### config.mk
export PLATFORM = sky130hd
export DESIGN_NAME = src_sched
export DESIGN_NICKNAME = d
export VERILOG_FILES = /design/src/rtl/src_sched_pkg.sv /design/src/rtl/src_sched_tick_gen.sv /design/src/rtl/src_sched.sv
export SDC_FILE = /design/constraint.sdc
export NUM_CORES = 1
export LEC_CHECK = 0
export BUFFER_PORTS_ARGS = -buffer_cell sky130_fd_sc_hd__buf_2
export CAP_MARGIN = 25
export CORE_MARGIN = 4
export CORE_UTILIZATION = 50
export CTS_CLUSTER_DIAMETER = 200
export CTS_CLUSTER_SIZE = 16
export DETAILED_ROUTE_END_ITERATION = 6
export PLACE_DENSITY = 0.75
export SYNTH_ARGS = -nofsm -noshare
export SYNTH_HDL_FRONTEND = slang
export SYNTH_SLANG_ARGS = --single-unit
export TNS_END_PERCENT = 10
### constraint.sdc
create_clock -name clk -period 4.13 [get_ports clk]
set_input_delay 0.6195 -clock clk [delete_from_list [all_inputs] [get_ports clk]]
set_output_delay 0.6195 -clock clk [all_outputs]
set_load 0.02 [all_outputs]
### src/rtl/src_sched_pkg.sv
// Shared definitions for the source scheduler and the display manager.
// Mode encodings double as the FSM state values exported on `modulo`.
package src_sched_pkg;

    localparam int unsigned DATA_W = 16;
    localparam int unsigned PROG_W = 3;

    typedef enum logic [1:0] {
        MODE_IDLE  = 2'b00,
        MODE_FIB   = 2'b01,
        MODE_TMR   = 2'b10,
        MODE_DRAIN = 2'b11
    } mode_e;

    function automatic logic is_run(input mode_e m);
        return (m == MODE_FIB) || (m == MODE_TMR);
    endfunction

endpackage

### src/rtl/src_sched_tick_gen.sv
// Slow clock-enable generator: one-cycle tick every BASE_DIV << prog cycles
// while run is high; the counter is held at zero otherwise.
module tick_gen
    import src_sched_pkg::*;
#(
    parameter int unsigned BASE_DIV = 1_000_000,
    parameter int unsigned CNT_W    = 32
) (
    input  logic              clk,
    input  logic              rst,
    input  logic              run,
    input  logic [PROG_W-1:0] prog,
    output logic              tick
);

    logic [CNT_W-1:0]  r_cnt;
    logic [PROG_W-1:0] r_prog_q;
    logic [CNT_W-1:0]  w_term;
    logic              w_prog_chg;
    logic              w_at_term;

    assign w_term     = (CNT_W'(BASE_DIV) << prog) - CNT_W'(1);
    assign w_prog_chg = (prog != r_prog_q);
    assign w_at_term  = (r_cnt == w_term);
    assign tick       = run & w_at_term;

    always_ff @(posedge clk) begin
        if (rst) begin
            r_cnt    <= '0;
            r_prog_q <= '0;
        end else begin
            r_prog_q <= prog;
            // a rate change restarts the period rather than reusing a stale count
            if (!run || w_prog_chg || w_at_term) begin
                r_cnt <= '0;
            end else begin
                r_cnt <= r_cnt + CNT_W'(1);
            end
        end
    end

endmodule

### src/rtl/src_sched.sv
// Run-mode FSM, rate selector and one-entry valid/ready holding register
// arbitrating between the Fibonacci and Timer producers.
module src_sched
    import src_sched_pkg::*;
#(
    parameter int unsigned BASE_DIV = 1_000_000,
    parameter int unsigned CNT_W    = 32
) (
    input  logic              clk,
    input  logic              rst,
    input  logic              start_f,
    input  logic              start_t,
    input  logic              stop_f_t,
    input  logic              update,
    input  logic              fib_valid,
    input  logic [DATA_W-1:0] fib_data,
    output logic              fib_en,
    output logic              fib_ack,
    input  logic              tmr_valid,
    input  logic [DATA_W-1:0] tmr_data,
    output logic              tmr_en,
    output logic              tmr_ack,
    input  logic              out_ready,
    output logic              out_valid,
    output logic [DATA_W-1:0] out_data,
    output logic [PROG_W-1:0] prog,
    output logic [1:0]        modulo
);

    mode_e             r_state;
    mode_e             w_state_nxt;
    logic [PROG_W-1:0] r_prog;
    logic              r_hold_valid;
    logic [DATA_W-1:0] r_hold_data;
    logic              w_tick;
    logic              w_run;
    logic              w_room;
    logic              w_xfer;

    assign w_run  = is_run(r_state);
    assign w_xfer = r_hold_valid & out_ready;
    assign w_room = !r_hold_valid | w_xfer;

    tick_gen #(
        .BASE_DIV (BASE_DIV),
        .CNT_W    (CNT_W)
    ) u_tick_gen (
        .clk  (clk),
        .rst  (rst),
        .run  (w_run),
        .prog (r_prog),
        .tick (w_tick)
    );

    always_ff @(posedge clk) begin
        if (rst) begin
            r_state <= MODE_IDLE;
        end else begin
            r_state <= w_state_nxt;
        end
    end

    always_comb begin
        w_state_nxt = r_state;
        fib_en      = 1'b0;
        tmr_en      = 1'b0;
        fib_ack     = 1'b0;
        tmr_ack     = 1'b0;
        case (r_state)
            MODE_IDLE: begin
                if (start_f) begin
                    w_state_nxt = MODE_FIB;
                end else if (start_t) begin
                    w_state_nxt = MODE_TMR;
                end
            end
            MODE_FIB: begin
                fib_en  = w_tick;
                fib_ack = fib_valid & w_room;
                if (stop_f_t) begin
                    w_state_nxt = MODE_DRAIN;
                end
            end
            MODE_TMR: begin
                tmr_en  = w_tick;
                tmr_ack = tmr_valid & w_room;
                if (stop_f_t) begin
                    w_state_nxt = MODE_DRAIN;
                end
            end
            MODE_DRAIN: begin
                if (!r_hold_valid) begin
                    w_state_nxt = MODE_IDLE;
                end
            end
            default: w_state_nxt = MODE_IDLE;
        endcase
    end

    always_ff @(posedge clk) begin
        if (rst) begin
            r_prog <= '0;
        end else if (update && (r_state == MODE_IDLE)) begin
            r_prog <= r_prog + PROG_W'(1);
        end
    end

    // an accept in the same cycle as a transfer refills the register directly
    always_ff @(posedge clk) begin
        if (rst) begin
            r_hold_valid <= 1'b0;
            r_hold_data  <= '0;
        end else if (fib_ack) begin
            r_hold_valid <= 1'b1;
            r_hold_data  <= fib_data;
        end else if (tmr_ack) begin
            r_hold_valid <= 1'b1;
            r_hold_data  <= tmr_data;
        end else if (w_xfer) begin
            r_hold_valid <= 1'b0;
        end
    end

    assign out_valid = r_hold_valid;
    assign out_data  = r_hold_data;
    assign prog      = r_prog;
    assign modulo    = r_state;

endmodule

==> results_dict.tcl, run 1 <==
set metrics [dict create \
    status "finished clean" \
    fmax_mhz 256.8 \
    r2r-end "u_tick_gen.r_cnt[15]$_SDFF_PP0_" \
    seqPwrFrac_pct 28.8 \
    p_clk_share_pct 25.7 \
    yosysUniqueCellTypes 53 \
    critPathSlowestCell "or4_4" \
    powerDensity_nw_per_um2 552.2 \
    ctsHtreeMaxLevel 3 \
    synth-edff-count 0 \
    grt-ovfl-total 0 \
    route.detailed.drc 0 \
    nets 539 \
    vias 3182 \
    initial_core_util_pct 51.63 \
    clk-insertion-delay-late_ns 0.34 \
    portBuffers 66 \
    multiInputGateArea_um2 2221 \
    fin_skew_ns 0.009569 \
    place_hpwl_um 6348 \
    avgSynthCellArea_um2 8.358 \
    pwr-share-comb_pct 45.5 \
    hp-class "flop to flop" \
    utilization_pct 61.21 \
    critical_path_depth 10 \
    crit_path_end_kind "output port" \
    p_switching_w 0.0009136 \
    clkSlewWorstSetupHoldPaths_ns 0.07 \
    synth_top_cell_by_area "dfxtp_1" \
    dieHeight_um 91.99 \
    hold_buffers 0 \
    hold_path_end "u_tick_gen.r_cnt[0]$_SDFF_PP0_" \
    path_class "flop to output port" \
    regArea_um2 1141 \
    setup_viol 0 \
    slew_viol_final 0 \
    grt_use_total_pct 21.20 \
    crit_required_ns 3.51 \
    vias_per_cell 5.449 \
    ys_seq_area_share_pct 32.35 \
    hold-path-cell-count 1 \
    clock-sinks 57 \
    fin_cells 584 \
    grt_max_degree 34 \
    min_period_over_period_pct 94.30 \
    drtAntennaViolNets 0 \
    worstSetupStartpointType "flop" \
    power.leakage_nw 1.603 \
    num-fill-cells 617 \
    coreArea_um2 6832 \
    post-cts-setup-buffers 0 \
    synthesis.nets 478 \
    ys.flop_type "dfxtp_1" \
    yosys-top-cells-area "dfxtp_1 (32%), xnor2_1 (11%), nor2_1 (7.7%)" \
    swShare_pct 39.57 \
    grt_pass1_wl_um 14560 \
    dp.cells 568 \
    wl_per_cell_um 14.91 \
    regToRegStartpoint "prog[0]$_SDFFE_PP0P_" \
    p_int_w 0.001395 \
    die_x_um 91.99 \
    async_flop_share_pct 0 \
    yosysTopAreaCellShare_pct 32.35 \
    maxCapViolCount 0 \
    antenna_cells 0 \
    hold_viol_final 0 \
    timing.setup.tns_ns 0 \
    rows 30 \
    finalWorstSetupSlack_ns 0.2355 \
    r2r_setup_slack_ns 0.89 \
    grt_pass1_vias 3013 \
    crit_family "simple AND/OR/NAND/NOR gates" \
    totalWireLength_um 8707 \
    ys_warn_count 0 \
    drtIter0Drc 118 \
    areaGrowthSynthToFinish_pct 18.55 \
    cts_inserted_buffers 9 \
    reg2regPathDepth 10 \
    path_cells "buf_4, ha_1, or4b_4, nor4_2, xnor2_1, mux2i_1, or4_4, nor4_4, and3_1, buf_2" \
    path_max_fanout 11 \
    gp_congestion 0.9379 \
    synth-seq-cells 57 \
    cp.arrival_ns 3.28 \
    totalPowerFinal_w 0.002309 \
    cts_tree "done" \
    hold_start "u_tick_gen.r_cnt[0]$_SDFF_PP0_" \
    synth_area_um2 3527 \
    post-route-min-period_ns 3.895 \
    cts_root_buf "clkbuf_8" \
    clockBufferDepth 2 \
    peakVddDrop_mv 0.2713 \
    die_area_um2 8462 \
    path_buf_inv 2 \
    timing.slew.headroom_pct 67.49 \
    worstMarginPinSlew_ns 0.4877 \
    antenna_found_initial 0 \
    pre_cts_slack_ns 0.4490 \
    synth_cells 422 \
    drive_above_1_share_pct 21.93 \
    critPathMaxStageDelay_ns 0.59 \
    ioPinCount 67 \
    firstDrtPassIters 5 \
]
-- repair_timing --
item	CTS	global route
gates resized for setup	0	8
endpoints found under the setup margin	0	2
hold endpoints to repair	0	0
-- stage by stage --
step / hold slack (ns) / cell area (µm²)
global placement: 0.4427 / 3921
floorplan: 0.4296 / 3527
detailed placement: 0.4597 / 3921
finish: 0.4755 / 4182
global route: 0.5257 / 4182
CTS: 0.4756 / 4148
-- registers in the layout, indices dropped and copies added (netlist names) --
signal / flops
modulo: 2
out_data: 16
out_valid: 1
prog: 3
u_tick_gen.r_cnt: 32
u_tick_gen.r_prog_q: 3
-- how the worst max path moves through the flow --
stage                               from  endpoint  slack [ns]
floorplan           prog[0]$_SDFFE_PP0P_    fib_en        0.28
global route        prog[0]$_SDFFE_PP0P_    fib_en       -0.02
detailed placement  prog[0]$_SDFFE_PP0P_    fib_en        0.45
CTS                 prog[0]$_SDFFE_PP0P_    fib_en        0.04
finish              prog[0]$_SDFFE_PP0P_    tmr_en        0.24
global placement    prog[0]$_SDFFE_PP0P_    fib_en        0.58
-- placed cells by master, fill, tap and decap left out, types with 14 or more instances in the layout --
cell type,Yosys,routed
nand2_1,22,22
nor2_1,72,72
dfxtp_1,57,57
inv_1,16,14
mux2i_1,20,20
xnor2_1,44,44
buf_2,8,66
ha_1,15,15
nand3_1,19,19
a211oi_1,19,18
-- cells by family after synthesis --
family / after synthesis / share of synthesized area [%]
AO/OA/AOI/OAI: 57 / 11.78
XOR/XNOR: 57 / 14.54
adder cells (fa/ha/maj): 15 / 5.321
buffers and inverters: 43 / 5.711
flip-flops: 57 / 32.35
multiplexers: 20 / 5.676
AND/OR/NAND/NOR: 173 / 24.62
-- per-layer routing --
metal	share of wire (%)	GRT usage, %
met5	0	0
met4	2.1	9.406
met3	5.5	4.758
met2	48	33.27
met1	44	27.78
-- power groups by stage --
stage	clock network (W)	registers [W]	logic (W)
final	0.000593	0.000666	0.00105
after global routing	0.000627	0.000676	0.00116
after CTS	0.000602	0.000664	0.00103
after detailed placement	0	0.000676	0.00102
after global placement	0	0.000673	0.00100
after floorplan	0	0.000756	0.000689
-- synth_stat cells (12+ instances only) --
cell,n
clkbuf_1,14
nor2_1,72
dfxtp_1,57
xnor2_1,44
mux2i_1,20
inv_1,16
xor2_1,12
nor3_1,13
nand3_1,19
a211oi_1,19
nand2_1,22
ha_1,15
-- final cells by class --
type                            instances  area share [%]
Clock buffer                            9           2.962
Tap cell                               96           2.873
Sequential cell                        57           27.29
Clock inverter                          7           2.454
Inverter                               16           1.436
Multi-Input combinational cell        322           53.11
Timing Repair Buffer                   77           9.874
-- worst reg2reg max path, cell delays in order (launching register included) --
cell	delay, ns
dfxtp_1	0.32
buf_4	0.18
ha_1	0.22
or4b_4	0.54
nor4_2	0.30
xnor2_1	0.17
mux2i_1	0.09
or4_4	0.59
o41ai_4	0.29
buf_4	0.32
nor2_1	0.10
(Power assumes the default switching activity.)
==> inputs of run 2 (changes only) <==
--- a/config.mk
+++ b/config.mk
@@ -15,5 +15,6 @@
 export PLACE_DENSITY = 0.75
 export SYNTH_ARGS = -nofsm -noshare
 export SYNTH_HDL_FRONTEND = slang
+export SYNTH_HIERARCHICAL = 1
 export SYNTH_SLANG_ARGS = --single-unit
 export TNS_END_PERCENT = 10
==> constraint.sdc (replaced) <==
create_clock -name clk -period 4.13 [get_ports clk]
set_input_delay 0.2065 -clock clk [delete_from_list [all_inputs] [get_ports clk]]
set_output_delay 0.2065 -clock clk [all_outputs]
set_load 0.02 [all_outputs]
==> results_dict.tcl, run 2 <==
set metrics [dict create \
    grt_pass1_vias 3130 \
    cts_resized 0 \
    power.leakage_nw 1.720 \
    synthTopCellsByCount "dfxtp_1 (57), nor2_1 (53), a21oi_1 (28), xor2_1 (28), xnor2_1 (27)" \
    mostFrequentLayoutCells "buf_2 (66), dfxtp_1 (57), nor2_1 (53)" \
    crit_path_end_kind "output port" \
    hold_buffers 0 \
    clock-sinks 57 \
    drtIter0Drc 181 \
    dieHeight_um 93.56 \
    drtAntennaViolNets 0 \
    clkSlewWorstSetupHoldPaths_ns 0.07 \
    top_register "u_tick_gen/r_cnt" \
    num-fill-cells 607 \
    cts_tree "done" \
    coreArea_um2 6944 \
    die_area_um2 8753 \
    synth-seq-cells 57 \
    status "finished clean" \
    timing.slew.headroom_pct 49.67 \
    avgSynthCellArea_um2 8.632 \
    regToRegStartpoint "prog[1]$_SDFFE_PP0P_" \
    ioPinCount 67 \
    reg2regPathDepth 8 \
    grt.met3_usage_pct 5.953 \
    met1_usage_pct 25.37 \
    worstSetupStartpointType "flop" \
    cts_root_buf "clkbuf_8" \
    rsz0062_at_grt "false" \
    post-route-min-period_ns 3.677 \
    route.detailed.drc 0 \
    r2r-end "u_tick_gen/r_cnt[19]$_SDFF_PP0_" \
    synth_top_cell_by_area "dfxtp_1" \
    nets 536 \
    cts_inserted_buffers 9 \
    totalPowerFinal_w 0.002487 \
    ys.flop_type "dfxtp_1" \
    grt-ovfl-total 0 \
    grt_use_total_pct 20.50 \
    synthesis.nets 479 \
    synth-edff-count 0 \
    min_period_over_period_pct 89.04 \
    drive_above_1_share_pct 21.40 \
    largest_reg_flops 32 \
    vias 3293 \
    setup_viol 0 \
    hold_viol_final 0 \
    fmax_mhz 271.9 \
    async_flop_share_pct 0 \
    maxCapViolCount 0 \
    firstDrtPassIters 5 \
    post-cts-setup-buffers 0 \
    ys_seq_area_share_pct 31.18 \
    path_max_fanout 26 \
    slew_viol_final 0 \
    yosysTopAreaCellShare_pct 31.18 \
    powerDensity_nw_per_um2 585.4 \
    antenna_cells 0 \
    antenna_found_initial 0 \
    timing.setup.tns_ns 0 \
    totalWireLength_um 8886 \
    crit_required_ns 3.92 \
    worstMarginPinSlew_ns 0.7549 \
    grt_max_degree 29 \
    ys_warn_count 6 \
    busiest_layer "met2" \
    grt_pass1_wl_um 14360 \
    cp.arrival_ns 3.47 \
    regArea_um2 1141 \
    synth_area_um2 3660 \
    yosys-top-cells-area "dfxtp_1 (31%), xor2_1 (6.7%), xnor2_1 (6.5%)" \
    initial_core_util_pct 52.70 \
    cp-startpoint "prog[1]$_SDFFE_PP0P_" \
    synth_most_common_cell "dfxtp_1" \
    clk-insertion-delay-late_ns 0.34 \
    clockBufferDepth 2 \
    r2r_setup_slack_ns 0.81 \
    vias_per_cell 5.658 \
    rows 30 \
    path_class "flop to output port" \
    multiInputGateArea_um2 2349 \
    areaGrowthSynthToFinish_pct 16.07 \
    portBuffers 66 \
    die_x_um 93.56 \
    hp-class "input port to flop" \
    wl_per_cell_um 15.27 \
    gp_congestion 0.9507 \
    fin_skew_ns 0.009346 \
    synth_cells 424 \
    ctsHtreeMaxLevel 3 \
    crit_end "tmr_en" \
    place_hpwl_um 6497 \
    final_common_cell "buf_2" \
    yosysUniqueCellTypes 60 \
    grt_use_met2_pct 34.25 \
    peakVddDrop_mv 0.2264 \
]
-- run 2: cell count changes after synthesis, moves of 10 or more --
cell      delta
a211oi_1    -10
a211oi_2    +10
inv_1       -10
xor2_1      +16
a21oi_1     +20
xnor2_1     -17
nor2_1      -19
-- run 2: routing by layer --
layer  wire length (µm)  up-vias
li1                   -     1629
met1               3789     1536
met2               4317      115
met3                659       13
met4                119        0
met5                  0        -
-- run 2: where the power goes --
part           total [W]  switching, W  internal, W
clock network   0.000639      0.000223     0.000416
registers       0.000689     0.0000500     0.000639
logic            0.00116      0.000719     0.000440
-- run 2: worst min-delay path by stage --
stage,from,to,slack [ns],cells past startpoint
finish,update,prog[1]$_SDFFE_PP0P_,0.17,3
CTS,update,prog[1]$_SDFFE_PP0P_,0.15,3
global route,update,prog[1]$_SDFFE_PP0P_,0.19,3
detailed placement,u_tick_gen/r_cnt[0]$_SDFF_PP0_,u_tick_gen/r_cnt[0]$_SDFF_PP0_,0.45,1
global placement,u_tick_gen/r_cnt[0]$_SDFF_PP0_,u_tick_gen/r_cnt[0]$_SDFF_PP0_,0.44,1
floorplan,rst,u_tick_gen/r_prog_q[0]$_SDFF_PP0_,0.27,1
-- run 2: cell type report --
class | count | area share, %
clock inverter | 5 | 2.415
clock buffer | 11 | 3.328
tap | 96 | 2.828
inverter | 7 | 0.6186
sequential | 57 | 26.86
timing repair buffer | 71 | 8.660
multi-input combinational | 335 | 55.29
-- run 2: logic make-up after synthesis --
family | count (synthesis) | share of synthesized area (%)
AO/OA/AOI/OAI | 81 | 16.75
buffers and inverters | 32 | 4.649
AND/OR/NAND/NOR | 163 | 23.38
multiplexers | 22 | 6.085
flip-flops | 57 | 31.18
XOR/XNOR | 55 | 13.16
adder cells (fa/ha/maj) | 14 | 4.786
-- run 2: stage by stage --
step                utilization, %  hold slack [ns]  setup slack, ns  instance area (µm²)  std cells
finish                       61.17           0.1683           0.4527                 4248        582
global route                 61.17           0.1857           0.2119                 4248        582
CTS                          61.17           0.1536           0.4708                 4248        582
detailed placement           57.66           0.4465           0.8526                 4004        566
global placement             57.66           0.4389           0.9016                 4004        566
floorplan                        -           0.2732           0.6691                 3660        424
-- run 2: critical path, cell delays in order (launching register included) --
cell and delay [ns]:
dfxtp_1 0.31, buf_4 0.22, ha_1 0.40, or4_4 0.59, a21oi_4 0.20, and2_1 0.19, or4b_1 0.44, o41ai_1 0.09
and3_1 0.21, and3_1 0.18, and2_1 0.13, buf_2 0.16
